**src/rtl/fb_sched_pkg.sv**
```systemverilog
// Shared types and defaults for the frame-buffer read scheduler.
package fb_sched_pkg;

    localparam int unsigned FB_BUF_CNT_DEFAULT = 3;
    localparam int unsigned FB_BUF_IDX_WIDTH   = 2;

    typedef logic [FB_BUF_IDX_WIDTH-1:0] buf_idx_t;

    typedef enum logic [1:0] {
        IDLE_S,
        FRAME_START_S,
        ISSUE_S,
        WAIT_LINE_S
    } sched_state_t;

endpackage

```
**src/rtl/fb_buf_tracker.sv**
```systemverilog
// Tracks the newest completely written buffer and holds the index locked for readout.
module fb_buf_tracker
    import fb_sched_pkg::*;
#(
    parameter int unsigned BUF_CNT       = FB_BUF_CNT_DEFAULT,
    parameter int unsigned BUF_IDX_WIDTH = FB_BUF_IDX_WIDTH
) (
    input  logic                     clk_i,
    input  logic                     rst_n_i,
    input  logic                     wr_done_i,
    input  logic [BUF_IDX_WIDTH-1:0] wr_buf_i,
    input  logic                     capture_i,
    input  logic                     lock_set_i,
    input  logic                     lock_clr_i,
    output logic [BUF_IDX_WIDTH-1:0] sel_buf_o,
    output logic                     sel_vld_o,
    output logic [BUF_IDX_WIDTH-1:0] lock_buf_o,
    output logic                     lock_vld_o
);

    logic [BUF_IDX_WIDTH-1:0] latest_buf_q;
    logic                     latest_vld_q;
    logic                     wr_ok;

    assign wr_ok = wr_done_i && (int'(wr_buf_i) < int'(BUF_CNT));

    // A completion in the same cycle as the request wins over the stored index.
    assign sel_buf_o = wr_ok ? wr_buf_i : latest_buf_q;
    assign sel_vld_o = wr_ok | latest_vld_q;

    always_ff @(posedge clk_i) begin
        if (!rst_n_i) begin
            latest_buf_q <= '0;
            latest_vld_q <= 1'b0;
            lock_buf_o   <= '0;
            lock_vld_o   <= 1'b0;
        end else begin
            if (wr_ok) begin
                latest_buf_q <= wr_buf_i;
                latest_vld_q <= 1'b1;
            end
            if (capture_i) begin
                lock_buf_o <= sel_buf_o;
            end
            if (lock_set_i) begin
                lock_vld_o <= 1'b1;
            end else if (lock_clr_i) begin
                lock_vld_o <= 1'b0;
            end
        end
    end

endmodule

```
**src/rtl/fb_rd_frame_scheduler.sv**
```systemverilog
// Per-frame buffer selection and per-line read strobe sequencing for the line reader.
// Optional watchdog on line completion: define FB_RD_SCHED_WATCHDOG_EN.
module fb_rd_frame_scheduler
    import fb_sched_pkg::*;
#(
    parameter int unsigned ADDR_WIDTH         = 32,
    parameter int unsigned MAX_PKT_SIZE_B     = 2048,
    parameter int unsigned MAX_PKT_SIZE_WIDTH = $clog2(MAX_PKT_SIZE_B),
    parameter int unsigned LINES_WIDTH        = 12,
    parameter int unsigned BUF_CNT            = FB_BUF_CNT_DEFAULT,
    parameter int unsigned BUF_IDX_WIDTH      = FB_BUF_IDX_WIDTH,
    parameter int unsigned TIMEOUT_CYCLES     = 65535
) (
    input  logic                          clk_i,
    input  logic                          rst_n_i,
    input  logic [ADDR_WIDTH-1:0]         base_addr_i,
    input  logic [ADDR_WIDTH-1:0]         buf_stride_i,
    input  logic [ADDR_WIDTH-1:0]         line_stride_i,
    input  logic [MAX_PKT_SIZE_WIDTH-1:0] line_size_i,
    input  logic [LINES_WIDTH-1:0]        frame_lines_i,
    input  logic                          frame_req_i,
    input  logic                          wr_done_i,
    input  logic [BUF_IDX_WIDTH-1:0]      wr_buf_i,
    input  logic                          line_done_i,
    output logic                          rd_stb_o,
    output logic [ADDR_WIDTH-1:0]         rd_addr_o,
    output logic [MAX_PKT_SIZE_WIDTH-1:0] rd_size_o,
    output logic [BUF_IDX_WIDTH-1:0]      rd_buf_o,
    output logic                          rd_buf_vld_o,
    output logic                          frame_done_o,
    output logic                          frame_skip_o,
    output logic                          frame_overrun_o,
    output logic                          timeout_o
);

    sched_state_t                  state_q;
    logic [ADDR_WIDTH-1:0]         base_q;
    logic [ADDR_WIDTH-1:0]         buf_stride_q;
    logic [ADDR_WIDTH-1:0]         line_stride_q;
    logic [MAX_PKT_SIZE_WIDTH-1:0] size_q;
    logic [LINES_WIDTH-1:0]        lines_q;
    logic [LINES_WIDTH-1:0]        line_cnt_q;
    logic [ADDR_WIDTH-1:0]         buf_base;
    logic [BUF_IDX_WIDTH-1:0]      sel_buf;
    logic                          sel_vld;
    logic                          accept;
    logic                          last_line;
    logic                          wd_fire;

    assign accept = (state_q == IDLE_S) && frame_req_i && sel_vld &&
                    (frame_lines_i != '0) && (line_size_i != '0);

    assign last_line = (state_q == WAIT_LINE_S) && line_done_i &&
                       (line_cnt_q == LINES_WIDTH'(1));

    fb_buf_tracker #(
        .BUF_CNT       (BUF_CNT),
        .BUF_IDX_WIDTH (BUF_IDX_WIDTH)
    ) u_buf_tracker (
        .clk_i      (clk_i),
        .rst_n_i    (rst_n_i),
        .wr_done_i  (wr_done_i),
        .wr_buf_i   (wr_buf_i),
        .capture_i  (accept),
        .lock_set_i (state_q == FRAME_START_S),
        .lock_clr_i (last_line | wd_fire),
        .sel_buf_o  (sel_buf),
        .sel_vld_o  (sel_vld),
        .lock_buf_o (rd_buf_o),
        .lock_vld_o (rd_buf_vld_o)
    );

    // Buffer base = base + idx * stride, one shifted stride per set index bit.
    always_comb begin
        buf_base = base_q;
        for (int unsigned b = 0; b < BUF_IDX_WIDTH; b++) begin
            if (rd_buf_o[b]) begin
                buf_base = buf_base + (buf_stride_q << b);
            end
        end
    end

    always_ff @(posedge clk_i) begin
        if (!rst_n_i) begin
            state_q         <= IDLE_S;
            base_q          <= '0;
            buf_stride_q    <= '0;
            line_stride_q   <= '0;
            size_q          <= '0;
            lines_q         <= '0;
            line_cnt_q      <= '0;
            rd_stb_o        <= 1'b0;
            rd_addr_o       <= '0;
            rd_size_o       <= '0;
            frame_done_o    <= 1'b0;
            frame_skip_o    <= 1'b0;
            frame_overrun_o <= 1'b0;
        end else begin
            rd_stb_o        <= 1'b0;
            frame_done_o    <= 1'b0;
            frame_skip_o    <= 1'b0;
            frame_overrun_o <= frame_req_i && (state_q != IDLE_S);
            case (state_q)
                IDLE_S: begin
                    if (accept) begin
                        base_q        <= base_addr_i;
                        buf_stride_q  <= buf_stride_i;
                        line_stride_q <= line_stride_i;
                        size_q        <= line_size_i;
                        lines_q       <= frame_lines_i;
                        state_q       <= FRAME_START_S;
                    end else if (frame_req_i) begin
                        frame_skip_o <= 1'b1;
                    end
                end
                FRAME_START_S: begin
                    rd_addr_o  <= buf_base;
                    rd_size_o  <= size_q;
                    line_cnt_q <= lines_q;
                    rd_stb_o   <= 1'b1;
                    state_q    <= ISSUE_S;
                end
                ISSUE_S: begin
                    // First line strobes while in ISSUE_S; later lines strobe on its exit,
                    // giving N+2 latency from the request and M+2 from each line_done.
                    rd_stb_o <= ~rd_stb_o;
                    state_q  <= WAIT_LINE_S;
                end
                WAIT_LINE_S: begin
                    if (line_done_i) begin
                        rd_addr_o  <= rd_addr_o + line_stride_q;
                        line_cnt_q <= line_cnt_q - LINES_WIDTH'(1);
                        if (last_line) begin
                            frame_done_o <= 1'b1;
                            state_q      <= IDLE_S;
                        end else begin
                            state_q <= ISSUE_S;
                        end
                    end else if (wd_fire) begin
                        state_q <= IDLE_S;
                    end
                end
                default: state_q <= IDLE_S;
            endcase
        end
    end

`ifdef FB_RD_SCHED_WATCHDOG_EN
    localparam int unsigned WD_W = $clog2(TIMEOUT_CYCLES + 1);

    logic [WD_W-1:0] wd_cnt_q;

    // Counter holds cycles elapsed since the current line's strobe.
    assign wd_fire = (state_q == WAIT_LINE_S) && !line_done_i && !rd_stb_o &&
                     (wd_cnt_q == WD_W'(TIMEOUT_CYCLES - 1));

    always_ff @(posedge clk_i) begin
        if (!rst_n_i) begin
            wd_cnt_q  <= '0;
            timeout_o <= 1'b0;
        end else begin
            timeout_o <= wd_fire;
            if (rd_stb_o) begin
                wd_cnt_q <= WD_W'(1);
            end else if ((state_q == WAIT_LINE_S) && !line_done_i && !wd_fire) begin
                wd_cnt_q <= wd_cnt_q + WD_W'(1);
            end else begin
                wd_cnt_q <= '0;
            end
        end
    end
`else
    assign wd_fire   = 1'b0;
    assign timeout_o = 1'b0;
`endif

endmodule

```
**config.mk**
```make
export PLATFORM = sky130hd
export DESIGN_NAME = fb_rd_frame_scheduler
export DESIGN_NICKNAME = d
export VERILOG_FILES = /design/src/rtl/fb_sched_pkg.sv /design/src/rtl/fb_buf_tracker.sv /design/src/rtl/fb_rd_frame_scheduler.sv
export SDC_FILE = /design/constraint.sdc
export NUM_CORES = 1
export LEC_CHECK = 0
export ABC_AREA = 1
export CORE_MARGIN = 10
export CORE_UTILIZATION = 35
export CTS_CLUSTER_DIAMETER = 150
export CTS_CLUSTER_SIZE = 20
export DETAILED_ROUTE_END_ITERATION = 10
export GPL_TIMING_DRIVEN = 0
export PLACE_DENSITY_LB_ADDON = 0.2
export SLEW_MARGIN = 20
export SYNTH_ARGS = -nofsm -noshare
export SYNTH_HDL_FRONTEND = slang
export SYNTH_SLANG_ARGS = --single-unit
export TNS_END_PERCENT = 10
```
**constraint.sdc**
```tcl
create_clock -name clk_i -period 5.2 [get_ports clk_i]
set_clock_uncertainty 0.1 [all_clocks]
set_input_delay 1.04 -clock clk_i [delete_from_list [all_inputs] [get_ports clk_i]]
set_output_delay 1.04 -clock clk_i [all_outputs]
set_load 0.02 [all_outputs]
```
Word level (Yosys, flattened, before mapping)
Cells that the tools add are included.
- add/subtract/negate cells: 4
- multiplexer cells: 16
- eq/ne operators: 6
- order comparisons: 1
- bitwise gates (word level): 4
- reduce and logical (&&, ||, !) cells: 19
- operators with widths (operator ; number):
    32-bit adder ; 3
    32-bit two-way mux ; 3
    32-bit case mux with 2 select lines ; 1
    12-bit case mux with 2 select lines ; 1
    12-bit by 1-bit equality test with 1-bit output (second input constant) ; 1
    12-bit two-way mux ; 1
    12-bit nonzero test ; 1
    12-bit by 1-bit subtractor with 12-bit output (second input constant) ; 1
    11-bit nonzero test ; 1
    1-bit logical AND ; 8
    2-bit two-way mux ; 4
    2-bit case mux with 4 select lines ; 1
    2-bit AND reduction ; 3
    2-bit nonzero test ; 3
    2-bit equality test (second input constant) ; 2
    1-bit two-way mux ; 4
    2-bit != test (second input constant) ; 2
    1-bit NOT ; 3
    3-bit AND reduction ; 1
    3-bit OR reduction ; 1
    2-bit by 1-bit equality test with 1-bit output (second input constant) ; 1
    2-bit logical NOT ; 1
    2-bit < comparator (second input constant) ; 1
    1-bit case mux with 2 select lines ; 1
    1-bit OR ; 1
- output and inout bits: 51
- logic and storage cells: 67
- register bits after elaboration: 186

Depth between registers and ports, before layout
Gate-level depths: netlist of the first run.
- depth in word-level cells: 8
- gate-level depth with buffers: 28
- depth with buffers taken out: 28

Hierarchy
From an unflattened synthesis of the first run, not the netlist that was laid out.
- cell total of the unflattened synthesis: 2309
- area, all modules: 14134.8 sq um
- by module, submodules not included (module ; cells each ; area each (sq um) ; instances):
    fb_rd_frame_scheduler ; 2277 ; 13908.3 ; 1
    fb_buf_tracker ; 32 ; 226.5 ; 1

Worst setup path after synthesis of the first run
Ideal clock, no wire load.
- path type: reg2reg
- from: register buf_stride_q[0]
- to: register rd_addr_o[21]
- setup time: 0.070 ns
- arrival time: 3.057 ns
- slack: 1.973 ns
- stages on the path, launching flop included: 20
- path buffers: 0
- clock period less this slack: 3.227 ns
- required time: 5.030 ns
- cell sequence: dfxtp_1 -> ha_1 -> fa_1 -> nand3_1 -> nand3_1 -> nand4_1 -> nand3b_1 -> or2_2 -> nand3_1 -> nand2_1 -> ha_1 -> nand2_1 -> nor2_1 -> inv_1 -> nor2_2 -> nand4_1 -> a31o_1 -> nand3_1 -> nand3_1 -> a21oi_1
- word-level cells in the longest chain between the ends: 5
- RTL lines (element ; line ; source):
    start, declared ; fb_rd_frame_scheduler.sv:38 ; logic [ADDR_WIDTH-1:0] buf_stride_q;
    start signal, assigned ; fb_rd_frame_scheduler.sv:107 ; buf_stride_q <= buf_stride_i;
    32-bit adder ; fb_rd_frame_scheduler.sv:78 ; buf_base = buf_base + (buf_stride_q << b);
    32-bit two-way mux ; fb_rd_frame_scheduler.sv:77 ; if (rd_buf_o[b]) begin
    32-bit adder ; fb_rd_frame_scheduler.sv:78 ;
    32-bit two-way mux * ; fb_rd_frame_scheduler.sv:77 ;
    32-bit case mux with 2 select lines * ; fb_rd_frame_scheduler.sv:103 ; case (state_q)
    end signal, assigned ; fb_rd_frame_scheduler.sv:117 ; rd_addr_o <= buf_base;
    end signal, assigned ; fb_rd_frame_scheduler.sv:131 ; rd_addr_o <= rd_addr_o + line_stride_q;
    end, declared ; fb_rd_frame_scheduler.sv:26 ; output logic [ADDR_WIDTH-1:0] rd_addr_o,
Every way passes the cells marked *; elsewhere a longest branch is shown, timed or not.
A chain may end at the register's enable or synchronous reset.

Worst setup path after layout of the first run
- from: register buf_stride_q[0]
- to: register rd_addr_o[28]
Same word-level chain as after synthesis.

==> results.md, run 1 <==
* Status: finished clean
* Slew @ Worst Pin at 1.04 ns
* Via Count at 15600
* Lkg Pwr at 7.93 nW
* Worst slew margin at 30.6%
* Largest buffer count on any clock path at 2
* Nets at 2721
* YS warnings at 0
* Port Buffers at 174
* Number of remaining DRC errors at 0
* First-pass GRT wire length at 87.6 mm
* Worst vdd ir at 0.000351 V
* Type of element launching the critical path: register
* Drt initial violations at 1172
* Post-route minimum period at 4.36 ns
* Worst setup EP type: register
* Register bit count reported by yosys at 186
* Fmax at 0.229 GHz
* Distinct cells, synth at 47
* Setup Crit Path Kind: reg2reg
* DR pass1 iterations at 7
* WP data required at 5.48 ns
* Fin Setup TNS at 0 ns
* Hold Worst Slack at 0.363 ns
* Mean area per synthesized cell at 6.10 µm²
* H-tree levels at 4
* HPWL after DPL at 49.2 mm
* Max-slew violation count at 0
* Hold Path Class: reg2reg
* Setup-failing EPs final at 0
* Post-synthesis sequential area ratio at 26.6%
* # resized after CTS at 0
* Prevailing post-synth register cell: dfxtp_1
* P&R area growth vs syn at 21.3%
* Arrival time of the worst setup path at 4.64 ns
* Max cap viols at 0
* Antenna diodes at 0
* Routed len/inst at 19.5 µm
* CTS clk-pin slew, worst paths at 0.07 ns
* Post-synth ARST share at 0%
* Vias in the first global route at 14500
* PwrDens at 384 nW/µm²
* Pre-CTS WS at 0.941 ns
* Number of synthesized flops with an enable pin at 0
* Period utilisation layout at 83.9%
* CTS tree: done
* ANT nets after route at 0
* TritonCTS Buffers at 17
* Final Hold Fails at 0
* Final worst setup slack at 0.837 ns
* Crit path max fanout at 5
* Syn nets at 2528
* CTS Hold Buffers Added at 0
* Initial core utilization at 35.3%
* Final wirelength at 58.9 mm
* Placer congestion estimate at 0.960
* Clock root buffer: clkbuf_16
* Post-Synthesis Cells at 2296
* Clock Latency Late Sink at 0.48 ns
* Setup bufs post-CTS at 0
* Die width at 220 µm
* Vert. Die Dim at 220 µm
* RSZ-0062 raised after global routing: no
* Vias per inst at 5.15
* GR Overflow Total at 0
* Die Footprint at 48400 µm²
* Area of the core at 39600 µm²
* Core Rows at 73
* Sink Count at 186
* Initial antenna violation count at 1
* Total GRT Usage at 23.9%
* I/O pin cnt at 177
* Cell Area, Synth at 14000 µm²
* Largest net degree at the start of global routing at 19
* Share of cells above drive strength 1 at 3.96%
## sequential cells by signal, indices dropped and copies added, names as in the netlist
| name | cells |
|---|---|
| size_q | 11 |
| frame_overrun_o | 1 |
| frame_done_o | 1 |
| base_q | 32 |
| state_q | 2 |
| rd_addr_o | 32 |
| u_buf_tracker.latest_buf_q | 2 |
| frame_skip_o | 1 |
| line_stride_q | 32 |
| u_buf_tracker.latest_vld_q | 1 |
| buf_stride_q | 32 |
| rd_size_o | 11 |
| lines_q | 12 |
| u_buf_tracker.lock_buf_o | 2 |
| rd_stb_o | 1 |
| u_buf_tracker.lock_vld_o | 1 |
| line_cnt_q | 12 |
## Yosys cell counts (4+ instances only)
master	instances	share of area [%]
nand4_1	19	0.85
nor4_1	8	0.36
nand2_2	10	0.45
nor3_1	17	0.61
inv_2	5	0.13
o21a_1	5	0.27
buf_4	9	0.48
clkbuf_1	43	1.2
xor2_1	18	1.1
ha_1	103	9.2
nand3_1	158	5.6
dfxtp_1	186	27
inv_1	255	6.8
nand2_1	737	20
o21ai_1	9	0.32
nand3b_1	8	0.43
and2_1	6	0.27
nor2_2	5	0.22
xnor2_1	12	0.75
buf_2	25	0.89
or2_2	4	0.18
a31oi_1	9	0.40
nor2_1	169	4.5
a21oi_2	4	0.25
or2_1	6	0.27
o21ai_0	138	4.9
o21bai_1	25	1.3
o211ai_1	5	0.27
a21oi_1	268	9.6
## worst paths after layout
path,from,depth (start not counted),slack [ns],endpoint
min reg2reg,u_buf_tracker.latest_vld_q$_SDFFE_PN0P_,2,0.36,u_buf_tracker.latest_vld_q$_SDFFE_PN0P_
max reg2reg,buf_stride_q[0]$_SDFFE_PN0P_,20,0.84,rd_addr_o[28]$_SDFFE_PN0P_
max,buf_stride_q[0]$_SDFFE_PN0P_,20,0.84,rd_addr_o[28]$_SDFFE_PN0P_
min,u_buf_tracker.latest_vld_q$_SDFFE_PN0P_,2,0.36,u_buf_tracker.latest_vld_q$_SDFFE_PN0P_
## placed cells by master, fill, tap and decap left out, types with 3 or more instances in the layout
| master | n |
|---|---|
| nand2_1 | 737 |
| a21oi_1 | 268 |
| inv_1 | 255 |
| dfxtp_1 | 186 |
| clkdlybuf4s50_1 | 174 |
| nor2_1 | 169 |
| nand3_1 | 158 |
| o21ai_0 | 138 |
| ha_1 | 103 |
| clkbuf_1 | 44 |
| o21bai_1 | 25 |
| buf_2 | 25 |
| nand4_1 | 19 |
| xor2_1 | 18 |
| nor3_1 | 17 |
| clkbuf_16 | 17 |
| xnor2_1 | 12 |
| nand2_2 | 10 |
| o21ai_1 | 9 |
| buf_4 | 9 |
| a31oi_1 | 9 |
| nand3b_1 | 8 |
| nor4_1 | 8 |
| and2_1 | 6 |
| or2_1 | 6 |
| o21a_1 | 5 |
| inv_2 | 5 |
| o211ai_1 | 5 |
| nor2_2 | 5 |
| inv_6 | 5 |
| inv_8 | 5 |
| or2_2 | 4 |
| a21oi_2 | 4 |
| o22ai_1 | 3 |
| a211oi_1 | 3 |
| fa_1 | 3 |
## metrics by stage
stage	cells	power [W]	util [%]	cell area, µm²
floorplan	2296	0.00386	-	14000
global placement	2995	0.00515	41.4	16400
detailed placement	2995	0.00517	41.4	16400
CTS	3027	0.00655	42.8	17000
global route	3027	0.00695	42.8	17000
finish	3027	0.00653	42.8	17000
## cells by family (layout without fill, tap and decap cells)
logic type	after synthesis	after routing	share of synthesized area, %
AO/OA/AOI/OAI	478	478	18.2
AND/OR/NAND/NOR	1154	1154	34.1
XOR/XNOR	30	30	1.88
buffers and inverters	341	547	9.61
other	1	1	0.0268
adder cells (fa/ha/maj)	106	106	9.64
flip-flops	186	186	26.6
## where the power goes
part	leakage, nW	internal (W)	switching (W)
registers	1.52	0.00174	0.000335
logic	6.12	0.00111	0.00198
clock network	0.293	0.000696	0.000663
total	7.93	0.00355	0.00298
## metal layers
| layer | up-vias | routed length [µm] | GRT usage, % | share of wire, % |
|---|---|---|---|---|
| li1 | 7863 | - | - | - |
| met1 | 7246 | 29000 | 34.4 | 49 |
| met2 | 434 | 26000 | 37.2 | 44 |
| met3 | 39 | 3130 | 2.96 | 5.3 |
| met4 | 0 | 759 | 5.36 | 1.3 |
| met5 | - | 0 | 0 | 0 |
## critical path, stage by stage (launching register included)
cell and delay (ns):
dfxtp_1 0.34, ha_1 0.23, fa_1 0.49, nand3_1 0.11
nand3_1 0.20, nand2_1 0.11, nand2_1 0.12, xnor2_1 0.16
o21ai_0 0.47, ha_1 0.32, nand2_1 0.12, nor2_1 0.27
nand3_1 0.12, nand3_1 0.19, nand3_1 0.19, nand3_1 0.13
nand3_1 0.08, nand3_1 0.28, nand3_1 0.12, nand2_1 0.08
inv_1 0.03
## layout make-up
cell class | instances | area (µm²)
Fill cell | 4383 | 22700
Multi-Input combinational cell | 1769 | 8930
Sequential cell | 186 | 3720
Timing Repair Buffer | 174 | 1740
Inverter | 262 | 983
Tap cell | 525 | 657
Clock buffer | 19 | 443
Buffer | 79 | 362
Clock inverter | 13 | 144
Note: power is estimated with default switching activity, not from simulation.
==> run 2, diff against run 1 <==
clock period = 4.5 ns   (was 5.2 ns; I/O delays follow)
==> results.md, run 2 (synthesized netlist as in run 1, its figures left out) <==
* Status: finished clean
* DR pass1 iterations at 6 (-1)
* Sink Count at 186 (unchanged)
* Vert. Die Dim at 220 µm (unchanged)
* Drt initial violations at 1292 (+10%)
* Final wirelength at 58.9 mm (about the same)
* GR Overflow Total at 0 (unchanged)
* RSZ-0062 raised after global routing: no
* Slew @ Worst Pin at 1.04 ns (-0.00467 ns)
* Die Footprint at 48400 µm² (unchanged)
* Area of the core at 39600 µm² (unchanged)
* Vias in the first global route at 14500 (unchanged)
* Worst slew margin at 30.9% (+0.31 points)
* Lkg Pwr at 7.94 nW (about the same)
* Period utilisation layout at 94.1% (+10 points)
* Max cap viols at 0 (unchanged)
* Hold Path Class: reg2reg
* Fmax at 0.236 GHz (+3.1%)
* Via Count at 15500 (-0.42%)
* Port Buffers at 174 (unchanged)
* Share of cells above drive strength 1 at 4.04% (+0.080 points)
* Clock Latency Late Sink at 0.48 ns (about the same)
* Placed insts at 2995 (unchanged)
* TritonCTS Buffers at 17 (unchanged)
* Total GRT Usage at 23.9% (unchanged)
* Clock root buffer: clkbuf_16
* First-pass GRT wire length at 87.6 mm (unchanged)
* Setup-failing EPs final at 0 (unchanged)
* Largest buffer count on any clock path at 2 (unchanged)
* Worst setup EP type: register
* Antenna diodes at 0 (unchanged)
* HPWL after DPL at 49.2 mm (unchanged)
* Setup Crit Path Kind: reg2reg
* Post-route minimum period at 4.23 ns (-0.130 ns)
* Most common cell after layout, fill and taps aside: nand2_1
* Pre-CTS WS at 0.241 ns (-0.700 ns)
* Final Hold Fails at 0 (unchanged)
* PwrDens at 444 nW/µm² (+15%)
* Final worst setup slack at 0.268 ns (-0.570 ns)
* Core Rows at 73 (unchanged)
* Initial antenna violation count at 1 (unchanged)
* Arrival time of the worst setup path at 4.51 ns (-0.13 ns)
* ANT nets after route at 0 (unchanged)
* Setup bufs post-CTS at 0 (unchanged)
* Largest net degree at the start of global routing at 19 (unchanged)
* Crit path max fanout at 5 (unchanged)
* Die width at 220 µm (unchanged)
* Placed inst area at 16400 µm² (unchanged)
* Post-route cell area at 17000 µm² (about the same)
* Nets at 2721 (unchanged)
* P&R area growth vs syn at 21.4% (about the same)
* CTS tree: done
* WP data required at 4.78 ns (-0.70 ns)
* Non-filler cells, final at 3027 (unchanged)
* CTS clk-pin slew, worst paths at 0.07 ns (about the same)
* Placer congestion estimate at 0.960 (unchanged)
* Most frequent cells in the layout: nand2_1 (737), a21oi_1 (268), inv_1 (255)
* Fin Setup TNS at 0 ns (unchanged)
* Vias per inst at 5.13 (-0.42%)
* Type of element launching the critical path: register
* Routed len/inst at 19.4 µm (about the same)
* Initial core utilization at 35.3% (unchanged)
* Number of remaining DRC errors at 0 (unchanged)
* I/O pin cnt at 177 (unchanged)
* Max-slew violation count at 0 (unchanged)
* H-tree levels at 4 (unchanged)
* Worst vdd ir at 0.000406 V (+16%)
* CTS Hold Buffers Added at 0 (unchanged)
[run 2: cell counts in the layout (fill, tap and decap cells not counted)]
Identical to the previous run, type by type.
[run 2: report_power, final]
part	total [W]	internal (W)	leakage, nW	switching (W)
Clock	0.00157	0.000805	0.293	0.000768
Sequential	0.00240	0.00201	1.52	0.000385
Combinational	0.00357	0.00129	6.12	0.00228
[run 2: worst max-delay path: stages, from the launching register on]
cell     delay, ns
dfxtp_1       0.34
ha_1          0.23
fa_1          0.49
nand3_1       0.11
nand3_1       0.18
nand2_1       0.11
nand2_1       0.12
xnor2_1       0.21
o21ai_1       0.17
ha_1          0.44
nand2_1       0.12
nor2_1        0.27
nand3_1       0.12
nand3_1       0.19
nand3_1       0.18
nand3_1       0.14
nand3_1       0.08
nand3_1       0.29
nand3_1       0.12
nand2_1       0.08
inv_1         0.03
[run 2: repair_timing]
item / CTS / global route
endpoints found under the hold margin: 0 / 0
setup endpoints to repair: 0 / 5
resized for setup: 0 / 3
[run 2: cell type report]
cell class | instances | area [µm²]
multi-input combinational | 1769 | 8940
inverter | 262 | 983
timing repair buffer | 174 | 1740
sequential | 186 | 3720
fill | 4382 | 22700
clock inverter | 13 | 144
tap | 525 | 657
clock buffer | 19 | 443
buffer | 79 | 362
[run 2: layer usage]
layer / routed length (µm) / GRT usage, %
met4: 808 / 5.36
met5: 0 / 0
met2: 26000 / 37.2
met3: 3630 / 2.96
met1: 28500 / 34.4
[run 2: path summary, 6_finish.rpt]
path | from | to | slack [ns] | cells past startpoint
max reg2reg | buf_stride_q[0]$_SDFFE_PN0P_ | rd_addr_o[28]$_SDFFE_PN0P_ | 0.27 | 20
min reg2reg | u_buf_tracker.latest_vld_q$_SDFFE_PN0P_ | u_buf_tracker.latest_vld_q$_SDFFE_PN0P_ | 0.36 | 2
min | u_buf_tracker.latest_vld_q$_SDFFE_PN0P_ | u_buf_tracker.latest_vld_q$_SDFFE_PN0P_ | 0.36 | 2
max | buf_stride_q[0]$_SDFFE_PN0P_ | rd_addr_o[28]$_SDFFE_PN0P_ | 0.27 | 20
[run 2: metrics by stage]
step | util, % | hold WS, ns | power [W]
after floorplan | - | 0.320 | 0.00446
after CTS | 42.8 | 0.366 | 0.00757
after global placement | 41.4 | 0.344 | 0.00595
after global routing | 42.9 | 0.387 | 0.00804
after detailed placement | 41.4 | 0.354 | 0.00597
final | 42.9 | 0.363 | 0.00754
==> run 3, diff against run 2 <==
CAP_MARGIN = 20   (was default)
CORE_MARGIN = 8   (was 10)
==> results.md, run 3 (synthesized netlist as in run 1, its figures left out) <==
* Status: finished clean
* Crit-path slowest cell: fa_1
* Final worst setup slack at 0.294 ns (+0.0266 ns)
* Largest net degree at the start of global routing at 21 (+2)
* PwrDens at 446 nW/µm² (+0.51%)
* Most common cell after layout, fill and taps aside: nand2_1
* WP data required at 4.77 ns (about the same)
* Setup Crit Path Kind: reg2reg
* ANT nets after route at 0 (unchanged)
* Port Buffers at 174 (unchanged)
* Area of the core at 39600 µm² (unchanged)
* CP cell instances: ha_1, fa_1, nand3_1, nand3_1, nand3_1, nand3_1, xor2_1, nand2_1, o21ai_1, ha_1, nand2_1, nor2_2, and2_1, nand2_1, nand2_1, nand2_1, nand3_1, nand3_1, nand3_1, nand3_1, nand2_1, inv_1
* Vias per inst at 5.14 (+0.19%)
* Setup-failing EPs final at 0 (unchanged)
* Worst slew margin at 30.4% (-0.48 points)
* Hold Path Class: reg2reg
* Max cap viols at 0 (unchanged)
* Vias in the first global route at 14700 (+1.8%)
* Initial antenna violation count at 1 (unchanged)
* Hold Crit Depth at 2 (unchanged)
* M1 wire length at 27.9 mm (-2.1%)
* Slew @ Worst Pin at 1.04 ns (+0.00715 ns)
* TritonCTS Buffers at 17 (unchanged)
* CTS clk-pin slew, worst paths at 0.08 ns (about the same)
* Die width at 216 µm (-1.8%)
* Reg-to-reg startpoint: buf_stride_q[0]$_SDFFE_PN0P_
* Via Count at 15600 (+0.26%)
* Worst flop-to-flop path endpoint: rd_addr_o[30]$_SDFFE_PN0P_
* Min-Delay Startpoint: u_buf_tracker.lock_vld_o$_SDFFE_PN0P_
* Fmax at 0.238 GHz (+0.63%)
* First-pass GRT wire length at 87.6 mm (about the same)
* Top Layer Used: met4
* CTS Hold Buffers Added at 0 (unchanged)
* Worst vdd ir at 0.000293 V (-28%)
* Crit path max fanout at 5 (unchanged)
* CTS tree: done
* Worst setup EP type: register
* P&R area growth vs syn at 21.7%
* CP dominant cell by count: nand3_1
* Largest buffer count on any clock path at 2 (unchanged)
* Met2 wire length at 25.4 mm (-2.3%)
* Lkg Pwr at 7.95 nW (+0.20%)
* GR Overflow Total at 0 (unchanged)
* Vert. Die Dim at 216 µm (-1.8%)
* Share of cells above drive strength 1 at 4.11% (+0.077 points)
* Filler cells at 4358 (-0.55%)
* Drt initial violations at 1406 (+8.8%)
* Nets at 2723 (+0.074%)
* H-tree levels at 4 (unchanged)
* DR pass1 iterations at 5 (-1)
* Pre-CTS WS at 0.258 ns (+0.0170 ns)
* Total GRT Usage at 24.3% (+0.35 points)
* Final Hold Fails at 0 (unchanged)
* RSZ-0062 raised after global routing: no
* Die Footprint at 46600 µm² (-3.6%)
* R2R Setup Slk at 0.29 ns (+0.03 ns)
* Register-to-Register Path Depth at 22 (+10%)
* Clock Latency Late Sink at 0.47 ns (about the same)
* Number of remaining DRC errors at 0 (unchanged)
* Initial core utilization at 35.3% (unchanged)
* Fin Setup TNS at 0 ns (unchanged)
* Placer congestion estimate at 0.977 (+1.7%)
* Max-slew violation count at 0 (unchanged)
* Most frequent cells in the layout: nand2_1 (737), a21oi_1 (268), inv_1 (255)
* Met3 wire len at 3.57 mm (-1.8%)
* Period utilisation layout at 93.5% (-0.59 points)
* Arrival time of the worst setup path at 4.48 ns (-0.03 ns)
* Type of element launching the critical path: register
* Core Rows at 73 (unchanged)
* I/O pin cnt at 177 (unchanged)
* Final wirelength at 57.9 mm (-1.7%)
* Fin util at 43.0% (+0.12 points)
* Slowest stage delay, CP at 0.49 ns (about the same)
* Clock root buffer: clkbuf_16
* Sink Count at 186 (unchanged)
* Antenna diodes at 0 (unchanged)
* Post-route minimum period at 4.21 ns (-0.0266 ns)
* Routed len/inst at 19.1 µm (-1.8%)
* HPWL after DPL at 48.0 mm (-2.5%)
* Worst Hold Path EP: u_buf_tracker.lock_vld_o$_SDFFE_PN0P_
-- run 3: cell type report --
type | instances | area (µm²) | share of cell area [%]
multi-input cells | 1769 | 8930 | 52.4
flip-flops and latches | 186 | 3720 | 21.9
repair buffers | 176 | 1760 | 10.3
inverters | 262 | 983 | 5.77
well taps | 525 | 657 | 3.86
clock buffers | 18 | 429 | 2.52
plain buffers | 79 | 362 | 2.12
clock inverters | 14 | 194 | 1.14
-- run 3: critical path: cells and delay by family, from the launching register on --
kind | cells | cell delay [ns]
DFF | 1 | 0.35
and+or+nand+nor | 16 | 2.19
adders and majority gates | 3 | 1.11
buffers and inverters | 1 | 0.03
xor gates and xnor gates | 1 | 0.22
AOI/OAI and AO/OA | 1 | 0.12
-- run 3: worst max-delay path by stage --
stage                                            start  slack, ns                         end  depth (start not counted)
after floorplan           buf_stride_q[0]$_SDFFE_PN0P_       1.27  rd_addr_o[21]$_SDFFE_PN0P_                         19
after global placement    buf_stride_q[0]$_SDFFE_PN0P_       0.26  rd_addr_o[30]$_SDFFE_PN0P_                         21
after detailed placement  buf_stride_q[0]$_SDFFE_PN0P_       0.26  rd_addr_o[30]$_SDFFE_PN0P_                         22
after CTS                 buf_stride_q[0]$_SDFFE_PN0P_       0.22  rd_addr_o[30]$_SDFFE_PN0P_                         22
after global routing      buf_stride_q[0]$_SDFFE_PN0P_       0.03  rd_addr_o[30]$_SDFFE_PN0P_                         20
final                     buf_stride_q[0]$_SDFFE_PN0P_       0.29  rd_addr_o[30]$_SDFFE_PN0P_                         22
-- run 3: power breakdown --
group | switching, W | internal, W
Sequential | 0.000379 | 0.00201
Combinational | 0.00228 | 0.00129
Clock | 0.000827 | 0.000808
Total | 0.00349 | 0.00411
-- run 3: repair_timing --
item / 4_1_cts / 5_1_grt
buffers inserted: 0 / 2
setup endpoints to repair: 0 / 6
resized for setup: 0 / 4
-- run 3: layer usage --
metal / up-vias / global-route usage (%)
li1: 7878 / -
met3: 54 / 4.20
met1: 7148 / 34.1
met2: 477 / 38.2
met5: - / 0
met4: 0 / 5.73
-- run 3: through the flow --
step	instance area (µm²)	hold slack, ns	total power [W]	std cells
final	17000	0.365	0.00760	3029
after global routing	17000	0.388	0.00810	3029
after CTS	17000	0.362	0.00762	3027
after detailed placement	16400	0.349	0.00596	2995
after global placement	16400	0.341	0.00593	2995
after floorplan	14000	0.320	0.00446	2296
